<file path="config.mk">
export PLATFORM = sky130hd
export DESIGN_NAME = fetch_stage
export DESIGN_NICKNAME = d
export VERILOG_FILES = /design/src/rtl/fetch_stage.sv
export SDC_FILE = /design/constraint.sdc
export NUM_CORES = 1
export LEC_CHECK = 0
export CORE_UTILIZATION = 62
export DETAILED_ROUTE_END_ITERATION = 16
export PLACE_DENSITY = 0.86
export SLEW_MARGIN = 20
export SYNTH_ARGS = -nofsm -noshare
export SYNTH_HDL_FRONTEND = slang
export SYNTH_SLANG_ARGS = --single-unit
</file>
<file path="constraint.sdc">
create_clock -name clk -period 8.93 [get_ports clk]
set_clock_uncertainty 0.2 [all_clocks]
set_input_delay 1.786 -clock clk [delete_from_list [all_inputs] [get_ports clk]]
set_output_delay 1.786 -clock clk [all_outputs]
set_load 0.03 [all_outputs]
</file>
<file path="src/rtl/fetch_stage.sv">
// fetch_stage: instruction-fetch (IF) stage of the MUSA pipeline.
//
// Owns the PC and drives the instruction-memory handshake. It registers each
// fetched word into the IF/ID slot and selects the next PC from the redirect
// controls decoded in ID. It also holds a small return-address stack.
//
// Ports
//   clk, rst          rising-edge clock; asynchronous active-low reset
//   pc_write          1 = advance, 0 = stall (hold PC and IF/ID slot)
//   pc_src            0 pc+4, 1 branch, 2 jump, 3 register, 4 stack top, 5-7 as 0
//   push, pop         return-stack strobes from ID (call / return)
//   branch_offset     sign-extended word offset
//   jump_target       jump target, already shifted left by 2
//   reg_target        register-sourced target
//   imem_req/addr     fetch request and address
//   imem_ready/rdata  response strobe and instruction word
//   instruction       IF/ID instruction register
//   pc_out            PC of the instruction in the IF/ID slot
//   instr_valid       the IF/ID slot holds a real fetch
//   stack_overflow    one-cycle pulse on a push while the stack is full
//   stack_underflow   one-cycle pulse on a pop while the stack is empty
//   dbg_state         current FSM state, for observation only
//
// Handshake: imem_req/imem_addr form a request that completes in the cycle
// imem_ready=1. Once raised, a request is neither withdrawn nor readdressed
// until it completes. The only exception is reset, which abandons it.
module fetch_stage #(
    parameter logic [31:0] RESET_PC    = 32'h0000_0000,
    parameter int          STACK_DEPTH = 8,
    parameter logic [31:0] NOP_WORD    = 32'h0000_0000
) (
    input  logic        clk,
    input  logic        rst,
    input  logic        pc_write,
    input  logic [2:0]  pc_src,
    input  logic        push,
    input  logic        pop,
    input  logic [31:0] branch_offset,
    input  logic [31:0] jump_target,
    input  logic [31:0] reg_target,
    output logic        imem_req,
    output logic [31:0] imem_addr,
    input  logic        imem_ready,
    input  logic [31:0] imem_rdata,
    output logic [31:0] instruction,
    output logic [31:0] pc_out,
    output logic        instr_valid,
    output logic        stack_overflow,
    output logic        stack_underflow,
    output logic [1:0]  dbg_state
);

    localparam int AW  = $clog2(STACK_DEPTH);
    localparam int SPW = AW + 1;

    typedef enum logic [1:0] {
        S_BOOT  = 2'd0,
        S_FETCH = 2'd1,
        S_HOLD  = 2'd2,
        S_DRAIN = 2'd3
    } state_t;

    state_t         state_q, state_d;
    logic [31:0]    pc_q, pc_d;
    logic [31:0]    instr_q, instr_d;
    logic [31:0]    pc_out_q, pc_out_d;
    logic           valid_q, valid_d;
    logic [31:0]    buf_q, buf_d;
    logic [31:0]    bufpc_q, bufpc_d;
    logic [31:0]    pend_q, pend_d;
    logic [SPW-1:0] sp_q, sp_d;
    logic           ovf_q, ovf_d;
    logic           unf_q, unf_d;
    logic [31:0]    stack_q [STACK_DEPTH];

    logic [31:0]    link_addr;
    logic [31:0]    stack_top;
    logic [31:0]    target;
    logic [AW-1:0]  top_idx;
    logic           stack_empty;
    logic           stack_full;
    logic           redirect;
    logic           stack_en;

    // Redirect targets are relative to the instruction sitting in ID.
    assign link_addr   = pc_out_q + 32'd4;
    assign stack_empty = (sp_q == '0);
    assign stack_full  = (sp_q == SPW'(STACK_DEPTH));
    assign top_idx     = sp_q[AW-1:0] - AW'(1);
    assign stack_top   = stack_empty ? RESET_PC : stack_q[top_idx];
    assign redirect    = (pc_src >= 3'd1) && (pc_src <= 3'd4);
    // Controls from ID are meaningless while an abandoned request drains.
    assign stack_en    = pc_write && (state_q != S_DRAIN);

    always_comb begin
        target = pc_q + 32'd4;
        case (pc_src)
            3'd1:    target = link_addr + (branch_offset << 2);
            3'd2:    target = {link_addr[31:28], jump_target[27:0]};
            3'd3:    target = reg_target;
            3'd4:    target = stack_top;
            default: target = pc_q + 32'd4;
        endcase
    end

    // FSM: state register
    always_ff @(posedge clk or negedge rst) begin
        if (!rst) state_q <= S_BOOT;
        else      state_q <= state_d;
    end

    // FSM: next-state logic
    always_comb begin
        state_d = state_q;
        case (state_q)
            S_BOOT:  state_d = S_FETCH;
            S_FETCH: begin
                if (imem_ready && !pc_write)            state_d = S_HOLD;
                else if (pc_write && redirect && !imem_ready) state_d = S_DRAIN;
            end
            S_HOLD:  if (pc_write)   state_d = S_FETCH;
            S_DRAIN: if (imem_ready) state_d = S_FETCH;
            default: state_d = S_BOOT;
        endcase
    end

    // FSM: outputs and datapath next state
    always_comb begin
        imem_req = (state_q == S_FETCH) || (state_q == S_DRAIN);
        pc_d     = pc_q;
        instr_d  = instr_q;
        pc_out_d = pc_out_q;
        valid_d  = valid_q;
        buf_d    = buf_q;
        bufpc_d  = bufpc_q;
        pend_d   = pend_q;
        case (state_q)
            S_FETCH: begin
                if (pc_write) begin
                    if (redirect) begin
                        // Flush; a response arriving now belongs to the wrong path.
                        instr_d = NOP_WORD;
                        valid_d = 1'b0;
                        if (imem_ready) pc_d   = target;
                        else            pend_d = target;
                    end else if (imem_ready) begin
                        instr_d  = imem_rdata;
                        pc_out_d = pc_q;
                        valid_d  = 1'b1;
                        pc_d     = pc_q + 32'd4;
                    end else begin
                        instr_d = NOP_WORD;
                        valid_d = 1'b0;
                    end
                end else if (imem_ready) begin
                    // Stalled: park the word until ID can take it.
                    buf_d   = imem_rdata;
                    bufpc_d = pc_q;
                end
            end
            S_HOLD: begin
                if (pc_write) begin
                    if (redirect) begin
                        pc_d    = target;
                        instr_d = NOP_WORD;
                        valid_d = 1'b0;
                    end else begin
                        instr_d  = buf_q;
                        pc_out_d = bufpc_q;
                        valid_d  = 1'b1;
                        pc_d     = bufpc_q + 32'd4;
                    end
                end
            end
            S_DRAIN: if (imem_ready) pc_d = pend_q;
            default: ;
        endcase
    end

    // Return stack pointer and status pulses
    always_comb begin
        sp_d  = sp_q;
        ovf_d = 1'b0;
        unf_d = 1'b0;
        if (stack_en) begin
            if (push && pop) begin
                // Swap the top; on an empty stack this is underflow plus a push.
                if (stack_empty) begin
                    sp_d  = SPW'(1);
                    unf_d = 1'b1;
                end
            end else if (push) begin
                if (stack_full) ovf_d = 1'b1;
                else            sp_d  = sp_q + SPW'(1);
            end else if (pop) begin
                if (stack_empty) unf_d = 1'b1;
                else             sp_d  = sp_q - SPW'(1);
            end
        end
    end

    always_ff @(posedge clk) begin
        if (stack_en && push) begin
            if (pop && !stack_empty)  stack_q[top_idx]        <= link_addr;
            else if (!stack_full)     stack_q[sp_q[AW-1:0]]   <= link_addr;
        end
    end

    always_ff @(posedge clk or negedge rst) begin
        if (!rst) begin
            pc_q     <= RESET_PC;
            instr_q  <= NOP_WORD;
            pc_out_q <= 32'h0;
            valid_q  <= 1'b0;
            buf_q    <= 32'h0;
            bufpc_q  <= 32'h0;
            pend_q   <= 32'h0;
            sp_q     <= '0;
            ovf_q    <= 1'b0;
            unf_q    <= 1'b0;
        end else begin
            pc_q     <= pc_d;
            instr_q  <= instr_d;
            pc_out_q <= pc_out_d;
            valid_q  <= valid_d;
            buf_q    <= buf_d;
            bufpc_q  <= bufpc_d;
            pend_q   <= pend_d;
            sp_q     <= sp_d;
            ovf_q    <= ovf_d;
            unf_q    <= unf_d;
        end
    end

    assign imem_addr       = pc_q;
    assign instruction     = instr_q;
    assign pc_out          = pc_out_q;
    assign instr_valid     = valid_q;
    assign stack_overflow  = ovf_q;
    assign stack_underflow = unf_q;
    assign dbg_state       = state_q;

endmodule

</file>
**Word level (Yosys, flattened, before mapping)**

Memories as Yosys holds them, arrays and structs flattened.
Index checks and enable logic that the tools add are counted.

- Word-level logic and storage cells: 125
- RAM bits: 256
- Output and inout port bits: 102
- Bits in registers: 201
- Memories: 1
- Input bits: 137

- Equal/unequal tests: 19
- Order comparisons: 2
- Mux-type cells: 58
- $add $sub $neg: 7
- Bitwise operators: 2
- Reduce and logical (&&, ||, !) cells: 25

Memories:

| name | depth | bits a word | read ports | clocked after Yosys merged registers in | wr ports | line | text |
|---|---|---|---|---|---|---|---|
| stack_q | 8 | 32 | 1 | 0 | 1 | 74 | `logic [31:0] stack_q [STACK_DEPTH];` |

Operator list:

| kind | number |
|---|---|
| 2-to-1 mux 32 bit | 19 |
| one-hot mux 32 bit (2 select lines) | 2 |
| one-hot mux 32 bit (4 select lines) | 1 |
| adder 32 x 3 -> 32 bit (second input constant) | 3 |
| one-hot mux 32 bit (3 select lines) | 1 |
| adder 32 bit | 1 |
| OR reduction 32 bit | 1 |
| 2-to-1 mux 4 bit | 6 |
| 2-to-1 mux 1 bit | 22 |
| != test 2 bit (second input constant) | 8 |
| AND reduction 5 bit | 2 |
| AND reduction 3 bit | 3 |
| logical AND 1 bit | 8 |
| 2-to-1 mux 2 bit | 4 |
| one-hot mux 2 bit (4 select lines) | 1 |
| equality test 3 x 2 -> 1 bit (second input constant) | 2 |
| != test 3 x 2 -> 1 bit (second input constant) | 2 |
| AND reduction 6 bit | 1 |
| nonzero test 3 bit | 2 |
| adder 4 x 1 -> 4 bit (second input constant) | 1 |
| equality test 2 bit (second input constant) | 2 |
| equality test 4 bit (second input constant) | 1 |
| logical NOT 4 bit | 1 |
| AND reduction 4 bit | 1 |
| 15 further kinds | 18 |

**Logic depth before layout (Yosys ltp)**

- Depth in word-level cells: 8
- Mapped depth: 19
- Depth with buffers taken out: 17

**Least setup slack after synthesis**

Ideal clock, no wire load.

- Kind: register to register
- Start point: register sp_q[0]
- End point: memory stack_q[0][0], enable pin
- Data arrival time: 4.428 ns
- Slack: 3.881 ns
- Clock period less this slack: 5.049 ns
- Data required time: 8.309 ns
- Library setup time: 0.421 ns
- Cell stages (with the launch flop): 13
- Buffers on the path: 7
- Cell sequence: dfrtp_1 buf_2 buf_2 buf_2 buf_2 inv_1 ha_1 buf_2 buf_1 buf_1 and3_1 o21ai_0 nor2_1

- Word-level cells in the longest chain between the ends: 8
- Elaborated cells on any way between the ends: 15
- Classes of those cells: 1 x add/sub; 1 x eq/ne; 9 x mux; 4 x reduce/logical

Ends and longest elaborated chain:

| element | line | text |
|---|---|---|
| from (decl) | 71 | `logic [SPW-1:0] sp_q, sp_d;` |
| from (signal assigned) | 229 | `sp_q <= sp_d;` |
| logical NOT 4 bit | 87 | `assign stack_empty = (sp_q == '0);` |
| logical NOT 1 bit | 204 | `if (pop && !stack_empty) stack_q[top_idx] <= link_addr;` |
| logical AND 1 bit | 204 |  |
| 2-to-1 mux 1 bit | 204 |  |
| 2-to-1 mux 1 bit | 203 | `if (stack_en && push) begin` |
| 2-to-1 mux 1 bit (not written as such) | 205 | `else if (!stack_full) stack_q[sp_q[AW-1:0]] <= link_addr;` |
| OR reduction 32 bit (no source line) | -- |  |
| 2-to-1 mux 3 bit (no source line) / 2-to-1 mux 1 bit (equally long branches) | -- |  |
| to (decl) | 74 |  |

Parallel ways exist; a longest one is shown, timed or not.

**Worst setup path in the final report**

- Start point: register pc_out_q[4], in the netlist pc_out[4]
- End point: register pend_q[30]

- Word-level cells in the longest chain between the ends: 3

Ends and longest elaborated chain:

| element | line | text |
|---|---|---|
| from (decl) | 66 | `logic [31:0] pc_out_q, pc_out_d;` |
| from (signal assigned) | 224 | `pc_out_q <= pc_out_d;` |
| adder 32 x 3 -> 32 bit | 86 | `assign link_addr = pc_out_q + 32'd4;` |
| named net link_addr[19] | 76 | `logic [31:0] link_addr;` |
| adder 32 bit | 98 | `3'd1: target = link_addr + (branch_offset << 2);` |
| one-hot mux 32 bit (4 select lines) | 97 | `case (pc_src)` |
| to (signal assigned) | 228 | `pend_q <= pend_d;` |
| to (decl) | 70 | `logic [31:0] pend_q, pend_d;` |

The timed path passes the listed nets, and every way through them passes these cells.
A chain may end at the register's enable or synchronous reset.

==> reports/qor.yml <==
grt_max_degree: 113
top_layer_used: "met4"
cts.clk_slew.worst_paths_ns: 0.06
fmax_mhz: 183
dp_hpwl_mm: 43.7
drv_slew: 0
wire_per_inst_um: 25.1
hold_violations: 0
fill_cells: 2240
synthSimpleGateAreaFrac_pct: 9.54
cts_max_level: 2
synthMuxAreaShare_pct: 13.8
grt_pass1_vias: 16830
fin_nets: 2274
initial_core_util_pct: 63.7
hp-class: "reg2reg"
combPwrFrac_pct: 42.0
fin_crit_ns: 5.47
synthArstFlopShare_pct: 44.0
tightestPinTransition_ns: 1.13
cts_tree: "done"
maxCapViolations: 0
synthTopCellsByArea: "edfxtp_1 (34%), dfrtp_1 (22%), mux4_2 (6.3%)"
cts-root-buf: "clkbuf_16"
drt_wl_total_mm: 65.1
sequentialPowerShare_pct: 37.6
wl_met2_mm: 31.1
cellPowerDensity_mw_per_mm2: 340
insertion_delay_ns: 0.60
cts_hold_buf: 0
gp_congestion: 0.933
synth_cell_types: 71
grt_pass1_wl_mm: 98.9
portBuffers: 232
die_height_um: 194
utilization_pct: 75.5
fp.dieW_um: 194
cts-resized-gates: 0
yosys_warnings: 0
critPathKind: "reg2reg"
p_int_mw: 5.54
power_switching_mw: 3.66
leakage_nw: 10.1
arrival_ns: 5.70
synth_top_area_share_pct: 33.6
syn_area_mm2: 0.0229
yosysTopAreaCell: "edfxtp_1"
post-cts-setup-buffer-count: 0
required_ns: 9.16
ios: 239
crit_path_start_kind: "flip-flop"
synth-edff-count: 256
min_period_over_period_pct: 61.2
clk_path_buf_depth: 3
core_mm2: 0.0359
overflow: 0
synth_adder_area_share_pct: 2.58
synth_xor_area_share_pct: 4.17
setup_viol: 0
synth_fp_nets: 2075
via_per_inst: 6.63
finalSetupTns_ns: 0
clock_sinks: 457
area_delta_synth_final_pct: 18.5
synth_top_family_by_area: "multiplexers"
synthCells: 1892
postRouteAntennaNets: 0
synthFlopType: "edfxtp_1"
end_kind: "flip-flop"
grt_antenna_before_repair: 1
synth.avg_cell_area_um2: 12.1
gr-usage-all-layers_pct: 34.8
cts_buffers: 46
drt_iter0_drc: 2138
relSlewSlack_pct: 23.0
clkPwrFrac_pct: 20.4
irDropWorstVdd_mv: 0.275
status: "complete, no violations"
ys_seq_area_share_pct: 55.6
sw_frac_of_total_pct: 39.8
fp.dieArea_mm2: 0.0377
rsz0062_at_grt: "no"
rows: 69
remaining_drc_errors: 0
synth_seq_cells: 457
drive_gt1_share_pct: 13.7
vias: 17174
wl_met1_mm: 25.0
synth-compound-area-share_pct: 12.0
wl_met3_mm: 6.81
path_max_fanout: 9
drtPass1Iterations: 7
## worst max-delay path, cell delays in order (launching register included)
cell	delay [ns]
dfrtp_1	0.45
and4_1	0.33
and3_1	0.35
nand2_1	0.12
nor2_1	0.15
nand4_1	0.16
xnor2_1	0.83
ha_1	0.39
nand4_1	0.20
nor3_1	0.24
a311oi_1	0.08
nand2_1	0.08
a21oi_1	0.04
a211oi_1	0.44
mux2i_1	0.13
a2111oi_0	0.89
o21ai_0	0.21
## metrics by stage
step,total power [mW],setup slack (ns),instances,cell area [um2],hold WS (ns)
global placement,7.10,3.24,2504,25600,0.259
CTS,9.16,3.60,2589,27100,0.285
floorplan,5.90,3.88,1892,22900,0.245
global route,9.62,3.25,2590,27100,0.304
detailed placement,7.26,3.24,2504,25600,0.270
finish,9.21,3.46,2590,27100,0.283
## registers in the layout, summed over array words and instances (netlist names), 2 cells and up
register     flops
sp_q             4
instruction     32
pc_out          32
pend_q          32
dbg_state        2
stack_q        256
buf_q           32
imem_addr       32
bufpc_q         32
## cell families after synthesis
kind of cell,after synthesis
compound gates,439
flops,457
buf+inv,135
fa+ha+maj,46
xor+xnor,109
mux,223
simple gates,483
## cell usage after synthesis, types with 15 or more instances
master / n
dfrtp_1: 201
and3_1: 31
a22oi_1: 41
nor2_1: 102
nand2_1: 215
mux2i_1: 69
o21ai_0: 143
buf_2: 23
buf_1: 15
xor2_1: 49
nand3_1: 50
o22ai_1: 29
ha_1: 44
clkbuf_1: 73
nor3_1: 21
edfxtp_1: 256
xnor2_1: 60
inv_1: 19
a21oi_1: 97
mux2_2: 90
a21o_1: 18
nand4_1: 20
mux4_2: 64
## power by group through the flow
stage / combinational (mW) / sequential [mW] / clock, mW
2_1_floorplan: 2.32 / 3.58 / 0
3_3_place_gp: 3.67 / 3.43 / 0
6_report: 3.87 / 3.46 / 1.88
4_1_cts: 3.83 / 3.44 / 1.89
3_5_place_dp: 3.79 / 3.47 / 0
5_1_grt: 4.14 / 3.52 / 1.96
## cell usage in the layout, fill, tap and decap left out, types with 58 or more instances in the layout
| cell | instances |
|---|---|
| dfrtp_1 | 200 |
| a21oi_1 | 97 |
| nand2_1 | 214 |
| mux2_2 | 90 |
| xnor2_1 | 58 |
| edfxtp_1 | 256 |
| o21ai_0 | 140 |
| clkdlybuf4s50_1 | 230 |
| mux4_2 | 64 |
| mux2i_1 | 69 |
| nor2_1 | 91 |
## cell type report
type	count	area (um2)	share of cell area, %
antenna	1	2.50	0.00923
clock buffer	59	1220	4.50
clock inverter	26	221	0.817
inverter	21	78.8	0.291
multi-input combinational	1300	9710	35.8
sequential	457	12700	46.9
tap	461	577	2.13
timing repair buffer	265	2570	9.49
## final timing paths
kind	slack, ns	to	startpoint	cells after the start
min in group asynchronous	1.09	buf_q[15]	rst	1
min	0.28	instruction[5]	instruction[5]	2
max reg2reg	3.46	pend_q[30]	pc_out[4]	16
max	3.46	pend_q[30]	pc_out[4]	16
max in group asynchronous	6.08	pc_out[2]	rst	2
min reg2reg	0.28	instruction[5]	instruction[5]	2
## routing by layer
metal | up-vias | track usage (%)
met5 | - | 0
met2 | 1020 | 55.6
met3 | 152 | 7.71
met1 | 8475 | 47.3
met4 | 0 | 12.4
li1 | 7527 | -
No activity file was read; power rests on OpenSTA's default activity.
